[config.mk]
export PLATFORM = sky130hd
export DESIGN_NAME = load_store_unit
export DESIGN_NICKNAME = d
export VERILOG_FILES = /design/src/rtl/load_store_unit.sv
export SDC_FILE = /design/constraint.sdc
export NUM_CORES = 1
export LEC_CHECK = 0
export BUFFER_PORTS_ARGS = -buffer_cell sky130_fd_sc_hd__buf_2
export CORE_MARGIN = 2
export CORE_UTILIZATION = 48
export DETAILED_ROUTE_END_ITERATION = 8
export MAX_ROUTING_LAYER = met4
export PLACE_DENSITY = 0.86
export RECOVER_POWER = 25
export SKIP_LAST_GASP = 1
export SYNTH_ARGS = -nofsm -noshare
export SYNTH_HDL_FRONTEND = slang
export SYNTH_SLANG_ARGS = --single-unit
[constraint.sdc]
create_clock -name clk -period 2.2 [get_ports clk]
set_clock_uncertainty 0.05 [all_clocks]
set_input_delay 0.33 -clock clk [delete_from_list [all_inputs] [get_ports clk]]
set_output_delay 0.33 -clock clk [all_outputs]
set_load 0.005 [all_outputs]
[src/rtl/load_store_unit.sv]
// Memory-access stage: turns an ALU address plus rs2 data into one request/ack
// bus transaction, formats load data and flags misaligned/illegal/timed-out accesses.
module load_store_unit #(
  parameter int TIMEOUT = 16
) (
  input  logic        clk,
  input  logic        nRst,
  input  logic [31:0] alu_result,
  input  logic [31:0] store_data,
  input  logic        mem_read,
  input  logic        mem_write,
  input  logic [2:0]  funct3,
  output logic        stall,
  output logic        done,
  output logic [31:0] load_data,
  output logic        lsu_err,
  output logic [31:0] bus_addr,
  output logic [31:0] bus_wdata,
  output logic [3:0]  bus_be,
  output logic        bus_ren,
  output logic        bus_wen,
  input  logic [31:0] bus_rdata,
  input  logic        bus_ack
);

  localparam int CNT_W = (TIMEOUT > 2) ? $clog2(TIMEOUT) : 1;
  localparam logic [CNT_W-1:0] CNT_LIMIT = CNT_W'(TIMEOUT - 1);

  typedef enum logic [1:0] {IDLE, BUSY, DONE} state_t;

  state_t           r_state;
  state_t           w_next;
  logic [CNT_W-1:0] r_count;
  logic [2:0]       r_funct3;
  logic [1:0]       r_addrLo;
  logic             r_isLoad;

  logic        w_req;
  logic        w_err;
  logic        w_timeout;
  logic [3:0]  w_be;
  logic [31:0] w_wdata;
  logic [7:0]  w_byte;
  logic [15:0] w_half;
  logic [31:0] w_loadFmt;

  assign w_req     = mem_read | mem_write;
  assign w_timeout = (r_count == CNT_LIMIT);

  // Width legality, alignment and direction conflicts all resolve to an error
  // that skips the bus entirely.
  always_comb begin
    w_err = 1'b0;
    case (funct3)
      3'b000:         w_err = 1'b0;
      3'b001:         w_err = alu_result[0];
      3'b010:         w_err = (alu_result[1:0] != 2'b00);
      3'b100:         w_err = mem_write;
      3'b101:         w_err = mem_write | alu_result[0];
      default:        w_err = 1'b1;
    endcase
    if (mem_read && mem_write) w_err = 1'b1;
  end

  always_comb begin
    w_be    = 4'b0000;
    w_wdata = store_data;
    case (funct3[1:0])
      2'b00: begin
        w_be    = 4'b0001 << alu_result[1:0];
        w_wdata = {4{store_data[7:0]}};
      end
      2'b01: begin
        w_be    = alu_result[1] ? 4'b1100 : 4'b0011;
        w_wdata = {2{store_data[15:0]}};
      end
      2'b10:   w_be = 4'b1111;
      default: w_be = 4'b0000;
    endcase
  end

  assign w_byte = bus_rdata[8*r_addrLo +: 8];
  assign w_half = r_addrLo[1] ? bus_rdata[31:16] : bus_rdata[15:0];

  always_comb begin
    case (r_funct3)
      3'b000:  w_loadFmt = {{24{w_byte[7]}}, w_byte};
      3'b001:  w_loadFmt = {{16{w_half[15]}}, w_half};
      3'b100:  w_loadFmt = {24'h0, w_byte};
      3'b101:  w_loadFmt = {16'h0, w_half};
      default: w_loadFmt = bus_rdata;
    endcase
  end

  always_ff @(posedge clk) begin
    if (!nRst) r_state <= IDLE;
    else       r_state <= w_next;
  end

  always_comb begin
    w_next = r_state;
    stall  = 1'b0;
    case (r_state)
      IDLE: begin
        stall = w_req;
        if (w_req) w_next = w_err ? DONE : BUSY;
      end
      BUSY: begin
        stall = 1'b1;
        if (bus_ack || w_timeout) w_next = DONE;
      end
      DONE:    w_next = IDLE;
      default: w_next = IDLE;
    endcase
  end

  // Datapath and registered bus outputs; done/lsu_err default low so they pulse.
  always_ff @(posedge clk) begin
    if (!nRst) begin
      r_count   <= '0;
      r_funct3  <= 3'b000;
      r_addrLo  <= 2'b00;
      r_isLoad  <= 1'b0;
      done      <= 1'b0;
      lsu_err   <= 1'b0;
      load_data <= 32'h0;
      bus_addr  <= 32'h0;
      bus_wdata <= 32'h0;
      bus_be    <= 4'b0000;
      bus_ren   <= 1'b0;
      bus_wen   <= 1'b0;
    end else begin
      done    <= 1'b0;
      lsu_err <= 1'b0;
      case (r_state)
        IDLE: begin
          r_count <= '0;
          if (w_req) begin
            r_funct3  <= funct3;
            r_addrLo  <= alu_result[1:0];
            r_isLoad  <= mem_read;
            bus_addr  <= {alu_result[31:2], 2'b00};
            bus_wdata <= w_wdata;
            bus_be    <= w_be;
            if (w_err) begin
              done      <= 1'b1;
              lsu_err   <= 1'b1;
              load_data <= 32'h0;
            end else begin
              bus_ren <= mem_read;
              bus_wen <= mem_write;
            end
          end
        end
        BUSY: begin
          if (bus_ack) begin
            bus_ren   <= 1'b0;
            bus_wen   <= 1'b0;
            done      <= 1'b1;
            load_data <= r_isLoad ? w_loadFmt : 32'h0;
            r_count   <= '0;
          end else if (w_timeout) begin
            bus_ren   <= 1'b0;
            bus_wen   <= 1'b0;
            done      <= 1'b1;
            lsu_err   <= 1'b1;
            load_data <= 32'h0;
            r_count   <= '0;
          end else begin
            r_count <= r_count + 1'b1;
          end
        end
        DONE:    r_count <= '0;
        default: r_count <= '0;
      endcase
    end
  end

endmodule

==> flow_metrics.tcl, run 1 <==
set metrics [dict create \
    status "completed" \
    slew_headroom_pct 33.3 \
    first_pass_iters 5 \
    rows 37 \
    timing.rr.start "r_count[0]" \
    drive_above_1_share_pct 29.8 \
    routed_wl_um 15300 \
    dr_wl_met3_um 1380 \
    cts_buffers 17 \
    yosys_warnings 0 \
    final_antenna_net_count 0 \
    end_kind "flop" \
    multi_input_area_um2 2600 \
    cpPeakStageDelay_ns 0.44 \
    final_common_cell "buf_2" \
    async_flop_share_pct 0 \
    vias 5193 \
    critPathArrivalTime_ns 2.33 \
    crit_chain "ha_1, a31oi_1, a211oi_1, a21oi_4, buf_4, o2bb2ai_1" \
    rsz0062_at_grt "no" \
    routedWlPerCell_um 16.3 \
    cts_setup_buffers 0 \
    die_area_um2 11500 \
    r2r_slack_ns 0.19 \
    syn_area_um2 5130 \
    finalHoldViolations 0 \
    yosysSeqAreaShare_pct 44.4 \
    rr_worst_depth 6 \
    clk_latency_ns 0.51 \
    leakage_nw 3.24 \
    drc 0 \
    grt_start_max_net_pins 89 \
    tns_ns 0 \
    htree_levels 4 \
    track_usage_pct 27.2 \
    synth_ff_type "dfxtp_1" \
    io_pins 209 \
    hp-class "input pin to flop" \
    core-area_um2 10400 \
    cts.sinks 114 \
    critPathRequiredTime_ns 2.52 \
    setup_viol 0 \
    wl_met2_um 7600 \
    finalCritPeriodShare_pct 91.3 \
    min_to "bus_addr[10]" \
    grt_antenna_before_repair 1 \
    grt_first_pass_wirelength_um 24000 \
    worst_setup_path_start_kind "flop" \
    critical_path_class "flop to flop" \
    crit-reg2reg-capture "load_data[31]" \
    drt_iter0_drc 349 \
    synth_area_per_cell_um2 8.63 \
    grt_overflow 0 \
    clk_pin_slew_ns 0.05 \
    die_w_um 107 \
    place_hpwl_um 10900 \
    synth_edf_count 0 \
    clk_path_buf_depth 2 \
    synth_top_area_share_pct 44.4 \
    top_layer_used "met4" \
    portBuffers 206 \
    critPathMaxFanout 17 \
    max_freq_mhz 498 \
    vias_per_cell 5.55 \
    dpl.cell_count 900 \
    final_nets 891 \
    maxCapViolations 0 \
    final_util_pct 66.2 \
    grt_pass1_vias 4915 \
    start_util_pct 49.5 \
    min-delay-start "alu_result[10]" \
    drv_slew 0 \
    synthCells 595 \
    cts_tree "yes" \
    ys_ff_latch 114 \
    ys_types 52 \
    seq_area_um2 2280 \
    final.min_clock_period_ns 2.01 \
    area_delta_synth_final_pct 33.7 \
    root_buffer "clkbuf_8" \
    worstMarginPinSlew_ns 0.997 \
    power-per-cell-area_nw_per_um2 881 \
    ir_drop_mv 0.569 \
    die_y_um 107 \
    layoutNonFillerInstCount 936 \
    place_congestion 0.902 \
    most-common-layout-cells "buf_2 (185), nand2_1 (135), dfxtp_1 (114)" \
    wl_met1_um 6100 \
    cp_slowest_cell "a211oi_1" \
    nFillCells 852 \
    hold_depth 3 \
    synth_area_leader_cell "dfxtp_1" \
    synth_area_leaders "dfxtp_1 (44%), nand2_1 (9.9%), a21boi_0 (7.7%), mux2i_1 (4.1%), o2bb2ai_1 (3.6%)" \
]
## cells by family after synthesis
family                   count (synthesis)  share of synthesized area [%]
AO/OA/AOI/OAI                          190                           27.2
flip-flops                             114                           44.4
adder cells (fa/ha/maj)                  1                          0.244
multiplexers                            23                           4.75
AND/OR/NAND/NOR                        204                           17.7
buffers and inverters                   60                           5.21
other                                    1                         0.0730
XOR/XNOR                                 2                          0.341
## sequential cells by signal, indices dropped and copies added, names as in the netlist
| name | count |
|---|---|
| r_funct3 | 3 |
| r_count | 4 |
| bus_be | 4 |
| r_state | 2 |
| lsu_err | 1 |
| bus_addr | 30 |
| load_data | 32 |
| bus_wdata | 32 |
| bus_wen | 1 |
| done | 1 |
| bus_ren | 1 |
| r_addrLo | 2 |
| r_isLoad | 1 |
## cell type report
type                    instances  area share (%)
clock inverters                10            2.26
repair buffers                221            16.8
well taps                     136            2.48
diodes                          1          0.0365
flip-flops and latches        114            33.2
multi-input cells             422            37.9
clock buffers                  22            6.74
inverters                      10           0.547
## synthesized netlist by cell type, types with 2 or more instances
cell type  instances
nand2_1          135
dfxtp_1          114
a21boi_0          53
a21oi_1           31
clkbuf_1          27
o21ai_0           24
nand3_1           23
mux2i_1           21
o2bb2ai_1         21
nor2_1            19
o211a_1           16
buf_2             14
inv_1             10
a22o_1             7
nand2b_1           7
o32ai_1            7
a211oi_1           5
a211o_1            4
a31oi_1            4
and3b_1            4
nor2b_1            4
a221o_1            3
a22oi_1            3
buf_1              3
nor3_1             3
a21o_1             2
buf_4              2
buf_6              2
clkbuf_2           2
nor4bb_1           2
o211ai_1           2
## metrics by stage
step | hold slack (ns) | setup slack [ns] | power (mW) | instance area, µm²
2_1_floorplan | 0.368 | 0.519 | 2.84 | 5140
3_3_place_gp | 0.378 | 0.108 | 3.19 | 6230
3_5_place_dp | 0.390 | 0.0479 | 3.22 | 6230
4_1_cts | 0.00179 | 0.0113 | 6.08 | 6880
5_1_grt | 0.00579 | 0.0746 | 6.29 | 6860
6_report | 0.0145 | 0.191 | 6.05 | 6860
## worst max-delay path by stage
stage                     from       endpoint  slack (ns)  cells after the start
global placement     mem_write  load_data[23]        0.11                      6
detailed placement  r_count[0]  load_data[30]        0.05                      6
CTS                 r_count[0]  load_data[30]        0.01                      6
finish              r_count[0]  load_data[31]        0.19                      6
global route        r_count[0]  load_data[16]        0.07                      6
floorplan           r_count[0]   load_data[5]        0.52                      6
## routing by layer
layer,vias to the layer above,global-route usage (%)
met4,0,9.71
met1,2436,31.6
met5,-,-
met3,19,6.90
li1,2478,-
met2,260,45.9
## power breakdown
part / switching [mW] / internal [mW] / leakage [nW]
logic: 0.528 / 0.377 / 2.01
registers: 0.0794 / 2.21 / 0.935
clock network: 0.937 / 1.92 / 0.301
total: 1.54 / 4.50 / 3.24
## worst max-delay path, delay by kind of cell, from the launching register on
family | cells | cell delay, ns
buffers and inverters | 1 | 0.27
flip-flops | 1 | 0.35
adder cells (fa/ha/maj) | 1 | 0.26
AO/OA/AOI/OAI | 4 | 0.93
## timing repair
action,CTS,global route
gates resized for setup,0,1
endpoints found under the hold margin,3,0
setup endpoints to repair,0,17
hold buffers,3,0
Note: power is estimated with default switching activity, not from simulation.
==> inputs of run 2 (changes only) <==
- ABC_AREA: not set -> 1
==> flow_metrics.tcl, run 2 <==
set metrics [dict create \
    worst_setup_path_start_kind "flop" \
    drt_iter0_drc 273 \
    use_met1_pct 30.6 \
    placed_cell_area_um2 6090 \
    grt_pass1_vias 5032 \
    design_area_um2 6650 \
    final_common_cell "buf_2" \
    cts_resized 0 \
    synth_area_per_cell_um2 7.40 \
    cp_slowest_cell "dfxtp_1" \
    place_hpwl_um 10500 \
    track_usage_pct 26.8 \
    holdBufCountCts 0 \
    die_y_um 107 \
    cts.sinks 114 \
    synthTopCellsByCount "nand2_1 (117), dfxtp_1 (114), nor2_1 (102)" \
    critPathMaxFanout 39 \
    async_flop_share_pct 0 \
    critical_path_class "flop to primary output" \
    slew_headroom_pct 53.2 \
    grt_first_pass_wirelength_um 23800 \
    vias_per_cell 5.20 \
    power_switching_mw 1.77 \
    synthCells 688 \
    start_util_pct 49.3 \
    rr_worst_depth 6 \
    grt_overflow 0 \
    rows 37 \
    synthXorXnorAreaFrac_pct 0.344 \
    core-area_um2 10300 \
    crit_family "buffers and inverters" \
    finalCritPeriodShare_pct 94.3 \
    htree_levels 4 \
    synth-simple-area-share_pct 24.9 \
    yosys_warnings 0 \
    grt_util_met2_pct 44.9 \
    io_pins 209 \
    first_pass_iters 4 \
    final.min_clock_period_ns 2.08 \
    routed_wl_um 15100 \
    rsz0062_at_grt "no" \
    layout_setup_ws_ns 0.125 \
    layoutNonFillerInstCount 1030 \
    crit_chain "nor2_1, nand2_2, buf_4, nand2_1, buf_2" \
    drive_above_1_share_pct 29.8 \
    hp-class "input pin to flop" \
    clkPwrFrac_pct 45.1 \
    tns_ns 0 \
    cts_tree "yes" \
    place_congestion 0.917 \
    grt_antenna_before_repair 1 \
    grt_start_max_net_pins 47 \
    drc 0 \
    r2r_slack_ns 0.32 \
    synth_area_leader_cell "dfxtp_1" \
    dpl.cell_count 997 \
    final_util_pct 64.4 \
    root_buffer "clkbuf_8" \
    min-delay-start "alu_result[8]" \
    leakage_nw 3.10 \
    critPathArrivalTime_ns 1.70 \
    syn_area_um2 5090 \
    cts_buffers 17 \
    vias 5360 \
    synth-compound-area-share_pct 20.6 \
    most-common-layout-cells "buf_2 (175), nand2_1 (117), dfxtp_1 (114)" \
    end_kind "primary output" \
    cts_setup_buffers 0 \
    intPower_mw 4.35 \
    die_area_um2 11400 \
    worstMarginPinSlew_ns 0.701 \
    maxCapViolations 0 \
    max_freq_mhz 482 \
    top_regs "bus_wdata: 32 flops, load_data: 32 flops, bus_addr: 30 flops" \
    clk_pin_slew_ns 0.06 \
    timing.rr.start "r_state[0]" \
    hold_depth 3 \
    setup_viol 0 \
    ir_drop_mv 0.616 \
    critPathRequiredTime_ns 1.82 \
    area_delta_synth_final_pct 30.7 \
    swShare_pct 28.9 \
    yosysSeqAreaShare_pct 44.8 \
    synth_top_area_share_pct 44.8 \
    synthAdderAreaFrac_pct 0.246 \
    synth_ff_type "dfxtp_1" \
    die_w_um 107 \
    final_antenna_net_count 0 \
    crit-reg2reg-capture "bus_addr[22]" \
    portBuffers 206 \
    clk_latency_ns 0.50 \
    synth_area_leaders "dfxtp_1 (45%), nand2_1 (8.6%), o21ai_0 (8.2%), nor2_1 (7.5%), a21oi_1 (6.5%)" \
    synth_top_family_by_area "simple AND/OR/NAND/NOR gates" \
    grt.busiest_layer "met2" \
    drv_slew 0 \
    ys_types 38 \
    ys_ff_latch 114 \
    power-per-cell-area_nw_per_um2 920 \
    finalHoldViolations 0 \
    nFillCells 920 \
    status "completed" \
    cpPeakStageDelay_ns 0.40 \
    final_nets 985 \
    clk_path_buf_depth 2 \
    synth_edf_count 0 \
    muxShareOfSynthArea_pct 0 \
    grt_util_met3_pct 6.93 \
    min_to "bus_addr[8]" \
    power.sequential.fraction_pct 38.2 \
    yosysMostFrequentCell "nand2_1" \
    dp_slack_ns 0.406 \
    routedWlPerCell_um 14.6 \
    combPwrFrac_pct 16.7 \
    critPathBufInv 2 \
]
-- run 2: stage by stage --
step                      power, mW  hold slack [ns]
after floorplan                3.05            0.368
after global placement         3.37            0.383
after detailed placement       3.39            0.394
after CTS                      6.14          0.00527
after global routing           6.38           0.0189
final                          6.12           0.0232
-- run 2: layer usage --
layer,share of wire [%],wire length [µm]
met3,7.9,1190
met4,2.2,338
met5,0,0
met2,50,7510
met1,40,6010
-- run 2: area by class of cell --
type | count | area [µm²] | area share (%)
Antenna cell | 1 | 2.50 | 0.0376
Clock buffer | 17 | 414 | 6.23
Clock inverter | 15 | 183 | 2.75
Inverter | 41 | 159 | 2.39
Multi-Input combinational cell | 487 | 2350 | 35.3
Sequential cell | 114 | 2280 | 34.3
Tap cell | 136 | 170 | 2.56
Timing Repair Buffer | 219 | 1090 | 16.4
-- run 2: power groups by stage --
stage / sequential, mW / combinational [mW] / clock [mW]
after floorplan: 2.38 / 0.666 / 0
after global placement: 2.37 / 1.01 / 0
after detailed placement: 2.37 / 1.02 / 0
after CTS: 2.33 / 1.03 / 2.78
after global routing: 2.35 / 1.14 / 2.89
final: 2.33 / 1.02 / 2.76
-- run 2: logic make-up after synthesis --
kind of cell / after synthesis
AO/OA/AOI/OAI: 191
XOR/XNOR: 2
adder cells (fa/ha/maj): 1
buffers and inverters: 88
flip-flops: 114
other: 1
AND/OR/NAND/NOR: 291
-- run 2: worst max-delay path by stage --
stage                    end  startpoint  cells after the start
6_report               stall  r_state[0]                      5
3_3_place_gp   load_data[13]   funct3[1]                      7
2_1_floorplan  load_data[10]  r_count[0]                      9
3_5_place_dp   load_data[18]   funct3[1]                      7
5_1_grt                stall  r_state[0]                      5
4_1_cts                stall  r_state[0]                      5
-- run 2: tightest hold or removal path, cell delays in order --
cell and delay (ns):
buf_2 0.07, o21ai_0 0.07, nor2_1 0.07
==> inputs of run 3 (changes only) <==
--- a/constraint.sdc
+++ b/constraint.sdc
@@ -4,2 +4,2 @@
 set_output_delay 0.33 -clock clk [all_outputs]
-set_load 0.005 [all_outputs]
+set_load 0.05 [all_outputs]
==> flow_metrics.tcl, run 3 (same netlist as run 2, synthesis figures left out) <==
set metrics [dict create \
    core-area_um2 10300 \
    clk_latency_ns 0.51 \
    drc 0 \
    cts_setup_buffers 0 \
    critPathArrivalTime_ns 1.53 \
    area_delta_synth_final_pct 32.7 \
    tns_ns 0 \
    nFillCells 886 \
    grt_pass1_vias 4971 \
    clk_path_buf_depth 2 \
    ir_drop_mv 0.591 \
    track_usage_pct 26.6 \
    drv_slew 0 \
    power_switching_mw 2.24 \
    n_antenna_cell 0 \
    drt_iter0_drc 266 \
    max_freq_mhz 524 \
    die_w_um 107 \
    place_congestion 0.910 \
    clkPwrFrac_pct 44.3 \
    combPwrFrac_pct 22.4 \
    drive_above_1_share_pct 30.4 \
    most-common-layout-cells "buf_2 (184), nand2_1 (117), dfxtp_1 (114)" \
    first_pass_iters 5 \
    vias_per_cell 5.19 \
    finalCritPeriodShare_pct 86.8 \
    cts_tree "yes" \
    cts_resized 0 \
    design_area_um2 6750 \
    final.min_clock_period_ns 1.91 \
    vias 5352 \
    start_util_pct 49.3 \
    power.sequential.fraction_pct 33.3 \
    top_regs "bus_wdata: 32 flops, load_data: 32 flops, bus_addr: 30 flops" \
    r2r_slack_ns 0.36 \
    routedWlPerCell_um 14.5 \
    leakage_nw 3.19 \
    critPathMaxFanout 5 \
    critPathRequiredTime_ns 1.82 \
    cts_buffers 17 \
    swShare_pct 31.9 \
    slew_headroom_pct 56.1 \
    io_pins 209 \
    final_antenna_net_count 0 \
    placed_cell_area_um2 6090 \
    setup_viol 0 \
    end_kind "primary output" \
    dr_wl_met3_um 1240 \
    final_common_cell "buf_2" \
    root_buffer "clkbuf_8" \
    status "completed" \
    finalHoldViolations 0 \
    maxCapViolations 0 \
    worst_setup_path_start_kind "flop" \
    top_layer_used "met4" \
    final_util_pct 65.4 \
    die_area_um2 11400 \
    final_nets 988 \
    wl_met2_um 7360 \
    htree_levels 4 \
    grt_antenna_before_repair 0 \
    power-per-cell-area_nw_per_um2 1040 \
    grt_overflow 0 \
    grt_start_max_net_pins 47 \
    place_hpwl_um 10500 \
    die_y_um 107 \
    clk_pin_slew_ns 0.06 \
    rows 37 \
    worstMarginPinSlew_ns 0.658 \
    rsz0062_at_grt "no" \
    routed_wl_um 15000 \
    intPower_mw 4.78 \
    critical_path_class "flop to primary output" \
    portBuffers 206 \
    cts.sinks 114 \
    grt_first_pass_wirelength_um 23500 \
    holdBufCountCts 3 \
    wl_met1_um 6010 \
    hp-class "input pin to flop" \
]
-- run 3: changes by cell type in the layout (fill, tap and decap cells not counted), moves of 3 or more --
cell,previous run,this run
inv_6,4,1
bufinv_16,3,6
buf_2,175,184
clkbuf_1,31,24
clkinvlp_4,4,1
dlygate4sd3_1,0,3
clkinv_4,3,0
clkbuf_8,1,4
-- run 3: layout make-up --
class,count,area [µm²],share of cell area (%)
clock buffers,22,463,6.86
flip-flops and latches,114,2280,33.8
inverters,41,159,2.35
clock inverters,10,203,3.00
multi-input cells,487,2350,34.8
repair buffers,222,1130,16.7
well taps,136,170,2.52
-- run 3: worst paths after layout --
path | startpoint | cells after the start | end
worst min register to register | r_count[0] | 1 | r_count[0]
worst min-delay path | alu_result[15] | 3 | bus_addr[15]
worst max register to register | r_state[0] | 6 | bus_addr[20]
worst max-delay path | r_state[0] | 4 | stall
-- run 3: power by group through the flow --
stage	Combinational, mW	Sequential [mW]	Clock, mW
after floorplan	0.683	2.91	0
after global placement	1.56	2.37	0
after detailed placement	1.57	2.37	0
after CTS	1.58	2.33	3.13
after global routing	1.69	2.36	3.22
final	1.57	2.34	3.11
-- run 3: critical path, cell delays in order, from the launching register on --
cell,delay [ns]
dfxtp_1,0.35
nor2_1,0.18
nand2_2,0.14
nand2_1,0.09
buf_2,0.27
-- run 3: routing by layer --
layer | GRT usage [%] | up-vias
li1 | - | 2652
met1 | 31.0 | 2422
met2 | 43.9 | 248
met3 | 7.54 | 30
met4 | 9.65 | 0
met5 | - | -
-- run 3: stage by stage --
| stage | hold slack [ns] | std cells | worst slack [ns] | power (mW) |
|---|---|---|---|---|
| 6_report | 0.0177 | 1032 | 0.291 | 7.02 |
| 5_1_grt | 0.0127 | 1032 | 0.132 | 7.27 |
| 4_1_cts | 0.000230 | 1032 | 0.290 | 7.05 |
| 3_5_place_dp | 0.396 | 997 | 0.397 | 3.95 |
| 3_3_place_gp | 0.382 | 997 | 0.436 | 3.93 |
| 2_1_floorplan | 0.368 | 689 | 0.652 | 3.59 |
